## src/rtl/riscv_fetch.sv

```systemverilog
//==============================================================================
// Module      : riscv_fetch
// Description : Instruction fetch stage. Owns the fetch PC and issues word
//               reads to instruction memory over a valid/ready channel. It
//               buffers in-order responses as {pc, inst} pairs in a small
//               FIFO and presents the FIFO head to decode. A redirect flushes
//               the FIFO and restarts fetch at the new target.
// Optional    : RISCV_FETCH_ALIGN_CHECK_EN - a misaligned redirect parks the
//               stage in FAULT (fault_out=1) until an aligned redirect.
// Ports       : clk_in, rst_in            clock / sync active-high reset
//               redirect_valid_in/pc_in   flush and restart fetch
//               imem_req_*                request channel (valid/ready/addr)
//               imem_resp_*               in-order response data
//               inst_valid_out/ready_in   decode handshake
//               inst_out, pc_out          head instruction and its PC
//               fault_out                 misaligned-redirect fault
// Revision    : 1.0 - initial release
//==============================================================================
`default_nettype none

module riscv_fetch #(
  parameter logic [31:0] RESET_PC   = 32'h0000_0000,
  parameter int          FIFO_DEPTH = 4
) (
  input  logic        clk_in,
  input  logic        rst_in,
  input  logic        redirect_valid_in,
  input  logic [31:0] redirect_pc_in,
  output logic        imem_req_valid_out,
  input  logic        imem_req_ready_in,
  output logic [31:0] imem_req_addr_out,
  input  logic        imem_resp_valid_in,
  input  logic [31:0] imem_resp_data_in,
  output logic        inst_valid_out,
  input  logic        inst_ready_in,
  output logic [31:0] inst_out,
  output logic [31:0] pc_out,
  output logic        fault_out
);

  localparam int AW = $clog2(FIFO_DEPTH);
  localparam int CW = AW + 1;
  localparam logic [CW:0] DEPTH_W = (CW+1)'(FIFO_DEPTH);

`ifdef RISCV_FETCH_ALIGN_CHECK_EN
  typedef enum logic [1:0] {
    ST_START = 2'd0,
    ST_RUN   = 2'd1,
    ST_FAULT = 2'd2
  } state_t;
`else
  typedef enum logic [0:0] {
    ST_START = 1'b0,
    ST_RUN   = 1'b1
  } state_t;
`endif

  state_t          state;
  state_t          state_next;

  logic [31:0]     fetch_pc;
  logic [31:0]     resp_pc;
  logic [CW-1:0]   outstanding;
  logic [CW-1:0]   discard;
  logic [CW-1:0]   count;
  logic [AW-1:0]   wr_ptr;
  logic [AW-1:0]   rd_ptr;
  logic [31:0]     pc_mem   [FIFO_DEPTH];
  logic [31:0]     inst_mem [FIFO_DEPTH];

  logic [31:0]     redirect_pc;
  logic [CW:0]     credit_used;
  logic            req_valid;
  logic            req_fire;
  logic            push;
  logic            pop;
  logic            misaligned;

  // Target is always word-aligned; the low bits only matter for fault detection.
  assign redirect_pc = {redirect_pc_in[31:2], 2'b00};

`ifdef RISCV_FETCH_ALIGN_CHECK_EN
  assign misaligned = |redirect_pc_in[1:0];
  assign fault_out  = (state == ST_FAULT);
`else
  logic unused_align;
  assign unused_align = ^redirect_pc_in[1:0];
  assign misaligned   = 1'b0;
  assign fault_out    = 1'b0;
`endif

  // Credit: every outstanding request has a reserved FIFO slot, so a response
  // can always be pushed. The sum never grows while a request is pending,
  // which keeps valid/addr stable until accepted.
  assign credit_used = {1'b0, outstanding} + {1'b0, count};
  assign req_valid   = (state == ST_RUN) && !redirect_valid_in && (credit_used < DEPTH_W);
  assign req_fire    = req_valid && imem_req_ready_in;
  assign push        = imem_resp_valid_in && !redirect_valid_in && (discard == '0);
  assign pop         = inst_valid_out && inst_ready_in && !redirect_valid_in;

  assign imem_req_valid_out = req_valid;
  assign imem_req_addr_out  = fetch_pc;
  assign inst_valid_out     = (count != '0);
  assign inst_out           = inst_mem[rd_ptr];
  assign pc_out             = pc_mem[rd_ptr];

  // State register
  always_ff @(posedge clk_in) begin
    if (rst_in) begin
      state <= ST_START;
    end else begin
      state <= state_next;
    end
  end

  // Next-state logic; a redirect overrides whatever the current state wants.
  always_comb begin
    state_next = state;
    case (state)
      ST_START: state_next = ST_RUN;
      ST_RUN:   state_next = ST_RUN;
`ifdef RISCV_FETCH_ALIGN_CHECK_EN
      ST_FAULT: state_next = ST_FAULT;
`endif
      default:  state_next = ST_START;
    endcase
    if (redirect_valid_in) begin
`ifdef RISCV_FETCH_ALIGN_CHECK_EN
      state_next = misaligned ? ST_FAULT : ST_RUN;
`else
      state_next = misaligned ? ST_START : ST_RUN;
`endif
    end
  end

  // PC tracking, outstanding/discard bookkeeping and FIFO storage
  always_ff @(posedge clk_in) begin
    if (rst_in) begin
      fetch_pc    <= RESET_PC;
      resp_pc     <= RESET_PC;
      outstanding <= '0;
      discard     <= '0;
      count       <= '0;
      wr_ptr      <= '0;
      rd_ptr      <= '0;
      for (int i = 0; i < FIFO_DEPTH; i++) begin
        pc_mem[i]   <= '0;
        inst_mem[i] <= '0;
      end
    end else if (redirect_valid_in) begin
      // Everything still in flight after this cycle's (dropped) response
      // belongs to the old stream and must be thrown away.
      fetch_pc    <= redirect_pc;
      resp_pc     <= redirect_pc;
      outstanding <= outstanding - CW'(imem_resp_valid_in);
      discard     <= outstanding - CW'(imem_resp_valid_in);
      count       <= '0;
      wr_ptr      <= '0;
      rd_ptr      <= '0;
    end else begin
      if (req_fire) begin
        fetch_pc <= fetch_pc + 32'd4;
      end
      outstanding <= outstanding + CW'(req_fire) - CW'(imem_resp_valid_in);
      if (imem_resp_valid_in) begin
        if (discard != '0) begin
          discard <= discard - 1'b1;
        end else begin
          resp_pc <= resp_pc + 32'd4;
        end
      end
      if (push) begin
        pc_mem[wr_ptr]   <= resp_pc;
        inst_mem[wr_ptr] <= imem_resp_data_in;
        wr_ptr           <= wr_ptr + 1'b1;
      end
      if (pop) begin
        rd_ptr <= rd_ptr + 1'b1;
      end
      count <= count + CW'(push) - CW'(pop);
    end
  end

endmodule

`default_nettype wire

```

## config.mk

```make
export PLATFORM = sky130hd
export DESIGN_NAME = riscv_fetch
export DESIGN_NICKNAME = d
export VERILOG_FILES = /design/src/rtl/riscv_fetch.sv
export SDC_FILE = /design/constraint.sdc
export NUM_CORES = 1
export LEC_CHECK = 0
export ABC_AREA = 1
export BUFFER_PORTS_ARGS = -buffer_cell sky130_fd_sc_hd__buf_2
export CORE_ASPECT_RATIO = 1.1
export CORE_UTILIZATION = 66
export CTS_BUF_LIST = sky130_fd_sc_hd__clkbuf_8
export CTS_CLUSTER_SIZE = 20
export DETAILED_ROUTE_END_ITERATION = 6
export PLACE_DENSITY_LB_ADDON = 0.08
export SYNTH_ARGS = -nofsm -noshare
export SYNTH_HDL_FRONTEND = slang
export SYNTH_SLANG_ARGS = --single-unit
export TNS_END_PERCENT = 1
```

## constraint.sdc

```tcl
create_clock -name clk_in -period 16.3 [get_ports clk_in]
set_clock_uncertainty 0.1 [all_clocks]
set_input_delay 3.26 -clock clk_in [delete_from_list [all_inputs] [get_ports clk_in]]
set_output_delay 3.26 -clock clk_in [all_outputs]
set_load 0.05 [all_outputs]
```

==> results.cfg <==
[status]
status = finished with violations
violations = DRC

[clock_network]
clk-insertion-delay-late_ns = 0.56
cts_resized = 0
cts_buffers = 50
cts_buffer_depth = 3
htreeDepth = 2
cts-hold-fix-buffers = 0
clkTransAtPathRegs_ns = 0.06
cts-root-buf = clkbuf_8
clock-sinks = 324
post-cts-setup-buffers = 0
cts_tree = done

[route]
wl_met2_um = 19410
postRouteAntennaNets = 0
top_layer = met4
wire_per_inst_um = 16.70
via_per_inst = 5.604
drt-initial-drc-count = 1167
wl_met3_um = 2596
drc = 8
vias = 12789
first_pass_iters = 7
routed_wirelength_um = 38110
m1WireLength_um = 15040

[synthesis]
yosysTopAreaCellShare_pct = 45.30
ys_top_cells_by_area = edfxtp_1 45%, dfxtp_1 9.3%, nor2_1 6.8%
synth_cell_types = 38
yosysSeqAreaShare_pct = 54.56
synth_seq_cells = 324
synthCells = 1796
syn-cell-area_mm2 = 0.01644
syn_area_per_cell_um2 = 9.153
yosysWarnings = 0
yosys.area.top_type = edfxtp_1

[sta]
worst_pin_slew_ns = 1.283
relSlewSlack_pct = 14.44
setup_viol = 0
finalMaxSlewViolations = 0
fin_ws_ns = 8.542
period_needed_ns = 7.758
fin_setup_tns_ns = 0
rsz0062_at_grt = no
max_freq_ghz = 0.1289
period_share_pct = 47.60
finalHoldViolCount = 0

[cells_and_area]
nNetsFinal = 2017
area_delta_synth_final_pct = 11.08
final_common_cell = nor2_1
drive_gt1_share_pct = 23.58
diodes = 0
fin_area_mm2 = 0.01826
stdcell_count = 2282
layout_common_cells = 299 x nor2_1, 276 x nand2_1, 248 x edfxtp_1

[global_routing]
grt_pass1_vias = 12403
grt_max_degree = 125
grt_overflow = 0
grt_pass1_wl_um = 61050
antenna_found_initial = 0
grt_usage_pct = 30.14

[worst_hold_path]
min_path_cells = 2
hold_start = rd_ptr[1]
hold_class = register to register

[placed_design]
port_buffers = 161
placedCellCount = 2191
placed_cell_area_mm2 = 0.01737
place.gp.congestion = 0.9083
pre_cts_slack_ns = 8.543
place_hpwl_um = 22740

[critical_path]
cpMaxStageDelayCell = buf_2
path_cells = buf_2, nor2_1, nand2_1, nor2_2, buf_2
end_kind = primary output
cp.required_ns = 12.94
startpoint_type = primary input
critical_path.max_fanout = 46
r2r-start = discard[0]
critPathKind = primary input to primary output
arrival_ns = 4.40
slowest_delay_ns = 0.67
rrSetupSlack_ns = 12.84
worstRegToRegCells = 11
crit_top_cell = buf_2
rr_endpoint = pc_mem[2][9]

[floorplan]
die_w_um = 152.5
ios = 169
die_y_um = 167.5
core_mm2 = 0.02447
dieArea_mm2 = 0.02554
start_util_pct = 67.17
rows = 60

[power_and_ir_drop]
worst_ir_drop_vdd_mv = 0.06798
p_leak_nw = 7.800
power_per_cell_area_mw_per_mm2 = 99.23

[flow_run]
maxCapViolCount = 0
[state kept, by name, summed over array words and instances, names as in the netlist, named ones only]
signal	count
pc_mem	120
inst_mem	128
state	1
count	3
outstanding	3
resp_pc	30
rd_ptr	2
discard	3
wr_ptr	2
imem_req_addr_out	30
[worst max path at each step]
stage | startpoint | to | slack [ns] | cells past startpoint
2_1_floorplan | redirect_valid_in | inst_mem[3][0] | 7.45 | 4
3_3_place_gp | redirect_valid_in | imem_req_valid_out | 8.54 | 5
3_5_place_dp | redirect_valid_in | imem_req_valid_out | 8.54 | 5
4_1_cts | redirect_valid_in | imem_req_valid_out | 8.54 | 5
5_1_grt | redirect_valid_in | imem_req_valid_out | 8.43 | 5
6_report | redirect_valid_in | imem_req_valid_out | 8.54 | 5
[cells by family (layout without fill, tap and decap cells)]
group / Yosys count / in the layout / share of synthesized area [%]
AOI/OAI and AO/OA: 305 / 305 / 9.941
xor gates and xnor gates: 13 / 13 / 0.6927
adders and majority gates: 14 / 14 / 1.157
buffers and inverters: 299 / 471 / 7.535
DFF: 324 / 324 / 54.56
other: 1 / 5 / 0.02281
and+or+nand+nor: 840 / 840 / 26.09
[critical path: cells and delay by family]
| kind | cells | cell delay, ns |
|---|---|---|
| buf+inv | 2 | 0.87 |
| simple gates | 3 | 0.27 |
[final cells by class]
type / instances / area, µm²
clock inverter: 40 / 187.7
tap: 310 / 387.9
multi-input combinational: 1177 / 6325
inverter: 205 / 773.2
timing repair buffer: 175 / 910.9
clock buffer: 51 / 701.9
sequential: 324 / 8974
fill: 1833 / 6213
[Yosys cell counts (all sizes together)]
| cell type | instances |
|---|---|
| o21ai | 182 |
| a22o | 1 |
| xor2 | 6 |
| o31ai | 3 |
| conb | 1 |
| nand2 | 283 |
| nor3 | 7 |
| o211ai | 1 |
| a31oi | 6 |
| nor2 | 465 |
| inv | 205 |
| a21oi | 47 |
| o21bai | 2 |
| fa | 2 |
| xnor2 | 7 |
| nand4 | 3 |
| clkbuf | 65 |
| o221ai | 1 |
| edfxtp | 248 |
| nand3b | 8 |
| or2 | 4 |
| buf | 29 |
| dfxtp | 76 |
| o22ai | 62 |
| nand3 | 69 |
| ha | 12 |
| and2 | 1 |
[metrics by stage]
| stage | total power [W] | util, % | hold WS, ns |
|---|---|---|---|
| 3_3_place_gp | 0.001211 | 70.98 | 0.3394 |
| 4_1_cts | 0.001821 | 74.61 | 0.3640 |
| 6_report | 0.001812 | 74.61 | 0.3604 |
| 3_5_place_dp | 0.001217 | 70.98 | 0.3518 |
| 2_1_floorplan | 0.001155 | - | 0.3357 |
| 5_1_grt | 0.001880 | 74.61 | 0.3949 |
[report_power, final]
group          leakage, nW  internal (W)  switching (W)
logic                 4.09     0.0000557       0.000191
clock network        0.511      0.000306       0.000305
registers             3.20      0.000932      0.0000215
[metal layers]
| metal | track usage (%) | vias up |
|---|---|---|
| met1 | 38.16 | 6030 |
| li1 | - | 6179 |
| met5 | 0 | - |
| met2 | 52.47 | 509 |
| met3 | 3.882 | 71 |
| met4 | 12.74 | 0 |
Note: power is estimated with default switching activity, not from simulation.
